[src/rtl/jk_mod_counter_pkg.sv]
// Shared JK excitation types and helpers for the JK-cell modulo counter.
package jk_pkg;

  typedef enum logic [1:0] {
    HOLD   = 2'b00,
    RESET  = 2'b01,
    SET    = 2'b10,
    TOGGLE = 2'b11
  } jk_cmd_t;

  // Never yields TOGGLE: a bit either keeps its value, is set, or is cleared.
  function automatic jk_cmd_t jk_excite(input logic q_bit, input logic next_bit);
    jk_cmd_t cmd;
    case ({next_bit, q_bit})
      2'b10:   cmd = SET;
      2'b01:   cmd = RESET;
      default: cmd = HOLD;
    endcase
    return cmd;
  endfunction

endpackage

[src/rtl/jk_mod_counter_if.sv]
// Control/status bundle between the issuing controller (master) and the counter (slave).
interface jk_mod_counter_if #(
  parameter int WIDTH = 4
);
  logic             en;
  logic             load;
  logic [WIDTH-1:0] d;
  logic             dn;
  logic [WIDTH-1:0] q;
  logic             tc;
  logic             ovf;

  modport master (output en, load, d, dn, input q, tc, ovf);
  modport slave  (input en, load, d, dn, output q, tc, ovf);
endinterface

[src/rtl/jk_mod_counter_cell.sv]
// Single JK flip-flop cell with asynchronous active-high clear.
module jk_cell (
  input  logic clk,
  input  logic rst,
  input  logic j,
  input  logic k,
  output logic q
);

  // JK state update: hold, reset, set or toggle
  always_ff @(posedge clk or posedge rst) begin
    if (rst) begin
      q <= 1'b0;
    end else begin
      case ({j, k})
        2'b00:   q <= q;
        2'b01:   q <= 1'b0;
        2'b10:   q <= 1'b1;
        2'b11:   q <= ~q;
        default: q <= q;
      endcase
    end
  end

endmodule

[src/rtl/jk_mod_counter.sv]
// Modulo-N counter built from JK cells with load, terminal count and wrap pulse.
// Define JK_MOD_COUNTER_UPDOWN_EN to honour dn (down counting); otherwise up-only.
module jk_mod_counter
  import jk_pkg::*;
#(
  parameter int          WIDTH   = 4,
  parameter int unsigned MODULUS = 10
) (
  input  logic clk,
  input  logic rst,
  jk_mod_counter_if.slave bus
);

  localparam logic [WIDTH-1:0] MAX_C  = WIDTH'(MODULUS - 32'd1);
  localparam logic [WIDTH-1:0] ZERO_C = {WIDTH{1'b0}};
  localparam logic [WIDTH-1:0] ONE_C  = {{(WIDTH-1){1'b0}}, 1'b1};

  logic [WIDTH-1:0] q_s;
  logic [WIDTH-1:0] next_s;
  logic [WIDTH-1:0] up_next_s;
  logic [WIDTH-1:0] count_next_s;
  logic [WIDTH-1:0] load_val_s;
  logic [WIDTH-1:0] j_s;
  logic [WIDTH-1:0] k_s;
  logic             down_s;
  logic             tc_s;
  logic             wrap_s;
  logic             ovf_r;

`ifdef JK_MOD_COUNTER_UPDOWN_EN
  logic [WIDTH-1:0] down_next_s;
  assign down_s      = bus.dn;
  assign down_next_s = (q_s == ZERO_C) ? MAX_C : q_s - ONE_C;
`else
  logic dn_unused_s;
  assign down_s      = 1'b0;
  assign dn_unused_s = bus.dn;
`endif

  // Out-of-range states also wrap to zero when counting up
  assign up_next_s  = (q_s >= MAX_C) ? ZERO_C : q_s + ONE_C;
  assign load_val_s = ({{(32-WIDTH){1'b0}}, bus.d} < 32'(MODULUS)) ? bus.d : MAX_C;

  // Direction select for the counting path and terminal-count compare
  always_comb begin
    count_next_s = up_next_s;
    tc_s         = 1'b0;
`ifdef JK_MOD_COUNTER_UPDOWN_EN
    if (down_s) begin
      count_next_s = down_next_s;
      tc_s         = bus.en & ~bus.load & (q_s == ZERO_C);
    end else begin
      count_next_s = up_next_s;
      tc_s         = bus.en & ~bus.load & (q_s == MAX_C);
    end
`else
    if (down_s) begin
      count_next_s = up_next_s;
      tc_s         = 1'b0;
    end else begin
      count_next_s = up_next_s;
      tc_s         = bus.en & ~bus.load & (q_s == MAX_C);
    end
`endif
  end

  // Requested next count in priority order load > en > hold
  always_comb begin
    next_s = q_s;
    if (bus.load) begin
      next_s = load_val_s;
    end else if (bus.en) begin
      next_s = count_next_s;
    end else begin
      next_s = q_s;
    end
  end

  // Per-bit excitation; hold cycles give next == q and therefore J = K = 0
  always_comb begin
    jk_cmd_t cmd_v;
    j_s = ZERO_C;
    k_s = ZERO_C;
    for (int i = 0; i < WIDTH; i++) begin
      cmd_v  = jk_excite(q_s[i], next_s[i]);
      j_s[i] = cmd_v[1];
      k_s[i] = cmd_v[0];
    end
  end

  for (genvar g = 0; g < WIDTH; g++) begin : g_cell
    jk_cell u_cell (
      .clk (clk),
      .rst (rst),
      .j   (j_s[g]),
      .k   (k_s[g]),
      .q   (q_s[g])
    );
  end

  assign wrap_s = bus.en & ~bus.load & tc_s;

  // One-cycle wrap pulse
  always_ff @(posedge clk or posedge rst) begin
    if (rst) begin
      ovf_r <= 1'b0;
    end else begin
      ovf_r <= wrap_s;
    end
  end

  assign bus.q   = q_s;
  assign bus.tc  = tc_s;
  assign bus.ovf = ovf_r;

endmodule

[src/flat_wrapper.sv]
// flat-port wrapper written by rule: the top's interface ports become plain ports
module jk_mod_counter_flat import jk_pkg::*;
#(
  parameter int          WIDTH   = 4,
  parameter int unsigned MODULUS = 10
)
  (clk, rst, bus_en, bus_load, bus_d, bus_dn, bus_q, bus_tc, bus_ovf);
  jk_mod_counter_if #(.WIDTH(WIDTH)) bus_i ();
  input  logic clk;
  input  logic rst;
  input wire logic [$bits(bus_i.en)-1:0] bus_en;
  input wire logic [$bits(bus_i.load)-1:0] bus_load;
  input wire logic [$bits(bus_i.d)-1:0] bus_d;
  input wire logic [$bits(bus_i.dn)-1:0] bus_dn;
  output wire logic [$bits(bus_i.q)-1:0] bus_q;
  output wire logic [$bits(bus_i.tc)-1:0] bus_tc;
  output wire logic [$bits(bus_i.ovf)-1:0] bus_ovf;
  assign bus_i.en = bus_en;
  assign bus_i.load = bus_load;
  assign bus_i.d = bus_d;
  assign bus_i.dn = bus_dn;
  assign bus_q = bus_i.q;
  assign bus_tc = bus_i.tc;
  assign bus_ovf = bus_i.ovf;
  jk_mod_counter #(.WIDTH(WIDTH), .MODULUS(MODULUS)) u_core (.clk(clk), .rst(rst), .bus(bus_i));
endmodule
[config.mk]
export PLATFORM = sky130hd
export DESIGN_NAME = jk_mod_counter_flat
export DESIGN_NICKNAME = d
export VERILOG_FILES = /design/src/rtl/jk_mod_counter_pkg.sv /design/src/rtl/jk_mod_counter_if.sv /design/src/rtl/jk_mod_counter_cell.sv /design/src/rtl/jk_mod_counter.sv /design/src/flat_wrapper.sv
export SDC_FILE = /design/constraint.sdc
export NUM_CORES = 1
export LEC_CHECK = 0
export ABC_AREA = 1
export BUFFER_PORTS_ARGS = -buffer_cell sky130_fd_sc_hd__buf_2
export CORE_AREA = 2 2 39 41
export DETAILED_ROUTE_END_ITERATION = 10
export DIE_AREA = 0 0 41 43
export PLACE_DENSITY = 0.63
export SLEW_MARGIN = 20
export SYNTH_ARGS = -nofsm -noshare
export SYNTH_HDL_FRONTEND = slang
export SYNTH_HIERARCHICAL = 1
export SYNTH_SLANG_ARGS = --single-unit
[constraint.sdc]
create_clock -name clk -period 1.4 [get_ports clk]
set_input_delay 0.28 -clock clk [delete_from_list [all_inputs] [get_ports clk]]
set_output_delay 0.28 -clock clk [all_outputs]
set_load 0.03 [all_outputs]
==> metrics <==
drc violations=0; achievable frequency=666 MHz; worst min path class=in -> reg; critical path required time=1.12 ns; critical path type=reg -> out; sequential area share after synthesis=25.3%; switching power=0.665 mW; vias in the first global route=377; Compound-Gate Fraction of Synth Area=7.83%; fin worst setup slack=-0.103 ns; GRT overflow=0; Final #Nets=115; H-tree depth=1; Clock power frac=13.1%; Area Growth Syn to Fin=39.9%; syn avg cell area=6.19 um^2; pin count of the biggest net entering global routing=9; met2 wire len=468 um; RePlAce Congestion=0.743; sw frac=51.1%; max-cap viol count=0; GRT Resource Usage Total=14.4%; final WL=1060 um; met3 WL=39 um; kind of end point of the critical path=primary output; synth warn=6; Hold Startpoint=bus_d[3]; crit path from=u_core/g_cell[1].u_cell/q; post-synthesis simple-gate area fraction=38.6%; Post-Layout Cell Count=118; first-pass GRT wire length=1640 um; die width=41 um; final worst-path cycle share=107%; Core Area=1380 um^2; Finished Cell Area=693 um^2; largest family of logic cells by synthesized area=simple AND/OR/NAND/NOR gates; Root Driver=clkbuf_4; post-DP HPWL=826 um; RR Startpoint=u_core/g_cell[1].u_cell/q; synthesized flop and latch total=5; CTS tree=done; initial antenna violation count=0; wl on met1=541 um; post-synthesis cell area=495 um^2; die area=1760 um^2; status=finished, violations left; internal power=0.637 mW; failing checks=setup timing; fin crit period=1.50 ns; PortBufs=13; skew final=0.00111 ns; relative slew slack=80.5%; wire per inst=9.00 um; Clock Pin Slew Worst Setup and Hold Paths=0.05 ns; Initial Util=35.8%; CTS max path bufs=2; XOR/XNOR share of the synthesized area=1.77%; worst-path maximum fanout=2; worst-margin pin slew=0.293 ns; syn nets=92; Flop pwr share=24.0%; via count=516; # diodes=0; layout cell share with drive strength beyond 1=36.3%; Post-Place Cell Area=623 um^2; worst-case vdd ir drop=0.000724 V; Num CTS Buffers=3; Arrival @ worst endpoint=1.22 ns; total I/O pin count=15; router iterations before antenna repair=4; synth unique cells=17; Die Y-Extent=43 um; Skew-Pair Late Insertion Delay=0.24 ns; vias per inst=4.37; Layout Utilization=50.1%; DR iter-0 viols=14; antenna viol nets, final=0; Slew Viols, Final=0; Top Layer Used=met4; FP Rows=14; dpl cells=111; post-synthesis mux area share=0%; Setup violations, final=2; Syn Inst Count=80; final hold violations=0; PwrDens=1880 nW/um^2; CTS Sinks=5; Place WS=0.0114 ns; combinational share of power=62.9%; Post-Synth Adder-Cell Area=7.58%; Leak=0.405 nW; Startpoint Class=register; RSZ-0062 raised after global routing=true
==> Yosys cell counts, drive strengths merged <==
master	n	area (um^2)
a21oi	4	23.8
buf	1	11.3
dfrtp	5	125
ha	3	37.5
inv	22	82.6
nand2	25	104
nand3	9	60.1
nor2	6	22.5
nor3	1	5.00
o21ai	3	15.0
xor2	1	8.76
==> kinds of logic after synthesis <==
family	count (synthesis)
and+or+nand+nor	41
buffers and inverters	23
AOI/OAI and AO/OA	7
DFF	5
adders and majority gates	3
xor gates and xnor gates	1
==> placed cells by master, fill, tap and decap left out, drive strengths merged, types with 3 or more instances in the layout <==
| cell | instances |
|---|---|
| inv | 22 |
| dfrtp | 5 |
| clkbuf | 4 |
| nand2 | 25 |
| nand3 | 9 |
| o21ai | 3 |
| a21oi | 4 |
| ha | 3 |
| buf | 18 |
| nor2 | 6 |
==> power groups by stage <==
stage | logic, mW | clock network [mW] | registers [mW]
2_1_floorplan | 0.439 | 0 | 0.445
3_3_place_gp | 0.752 | 0 | 0.313
3_5_place_dp | 0.769 | 0 | 0.317
4_1_cts | 0.814 | 0.184 | 0.314
5_1_grt | 0.908 | 0.201 | 0.327
6_report | 0.819 | 0.170 | 0.313
==> state kept, by name (all words and copies together) (netlist names) <==
signal / cells
u_core/bus.ovf: 1
u_core/g_cell.u_cell/q: 4
==> stage by stage <==
stage / total power, mW / TNS [ns] / hold slack (ns)
6_report: 1.30 / -0.133 / 0.436
5_1_grt: 1.44 / -0.392 / 0.444
4_1_cts: 1.31 / -0.139 / 0.425
3_5_place_dp: 1.09 / 0 / 0.178
3_3_place_gp: 1.06 / 0 / 0.173
2_1_floorplan: 0.884 / -0.0773 / 0.00871
==> repair_timing <==
| action | CTS | global route |
|---|---|---|
| gates resized for setup | 3 | 1 |
| setup endpoints to repair | 1 | 5 |
| pin swaps | 1 | 0 |
| hold endpoints to repair | 5 | 0 |
| buffers inserted | 2 | 0 |
| hold buffers | 1 | 0 |
==> per-layer routing <==
layer,global-route usage [%],up-vias
li1,-,284
met1,20.3,220
met2,17.5,10
met3,3.14,2
met4,12.0,0
met5,0,-
==> cell type report <==
| cell class | count | area [um^2] |
|---|---|---|
| fillers | 138 | 691 |
| multi-input cells | 52 | 318 |
| flip-flops and latches | 5 | 128 |
| repair buffers | 19 | 119 |
| inverters | 22 | 82.6 |
| clock buffers | 4 | 26.3 |
| well taps | 16 | 20.0 |
==> critical path, stage by stage, from the launching register on <==
cell     delay (ns)
dfrtp_2        0.40
inv_2          0.07
ha_4           0.14
nand3_4        0.08
nor3_4         0.14
buf_6          0.15
==> worst paths after layout <==
check | depth (start not counted) | to | slack, ns
setup / recovery | 5 | bus_tc | -0.10
hold / removal | 5 | u_core/g_cell[3].u_cell/q | 0.44
setup reg to reg | 11 | u_core/g_cell[1].u_cell/q | -0.03
hold reg to reg | 2 | u_core/g_cell[3].u_cell/q | 0.60
max in group asynchronous | 3 | u_core/g_cell[1].u_cell/q | 0.82
min in group asynchronous | 3 | u_core/g_cell[3].u_cell/q | 0.47
No activity file was read; power rests on OpenSTA's default activity.
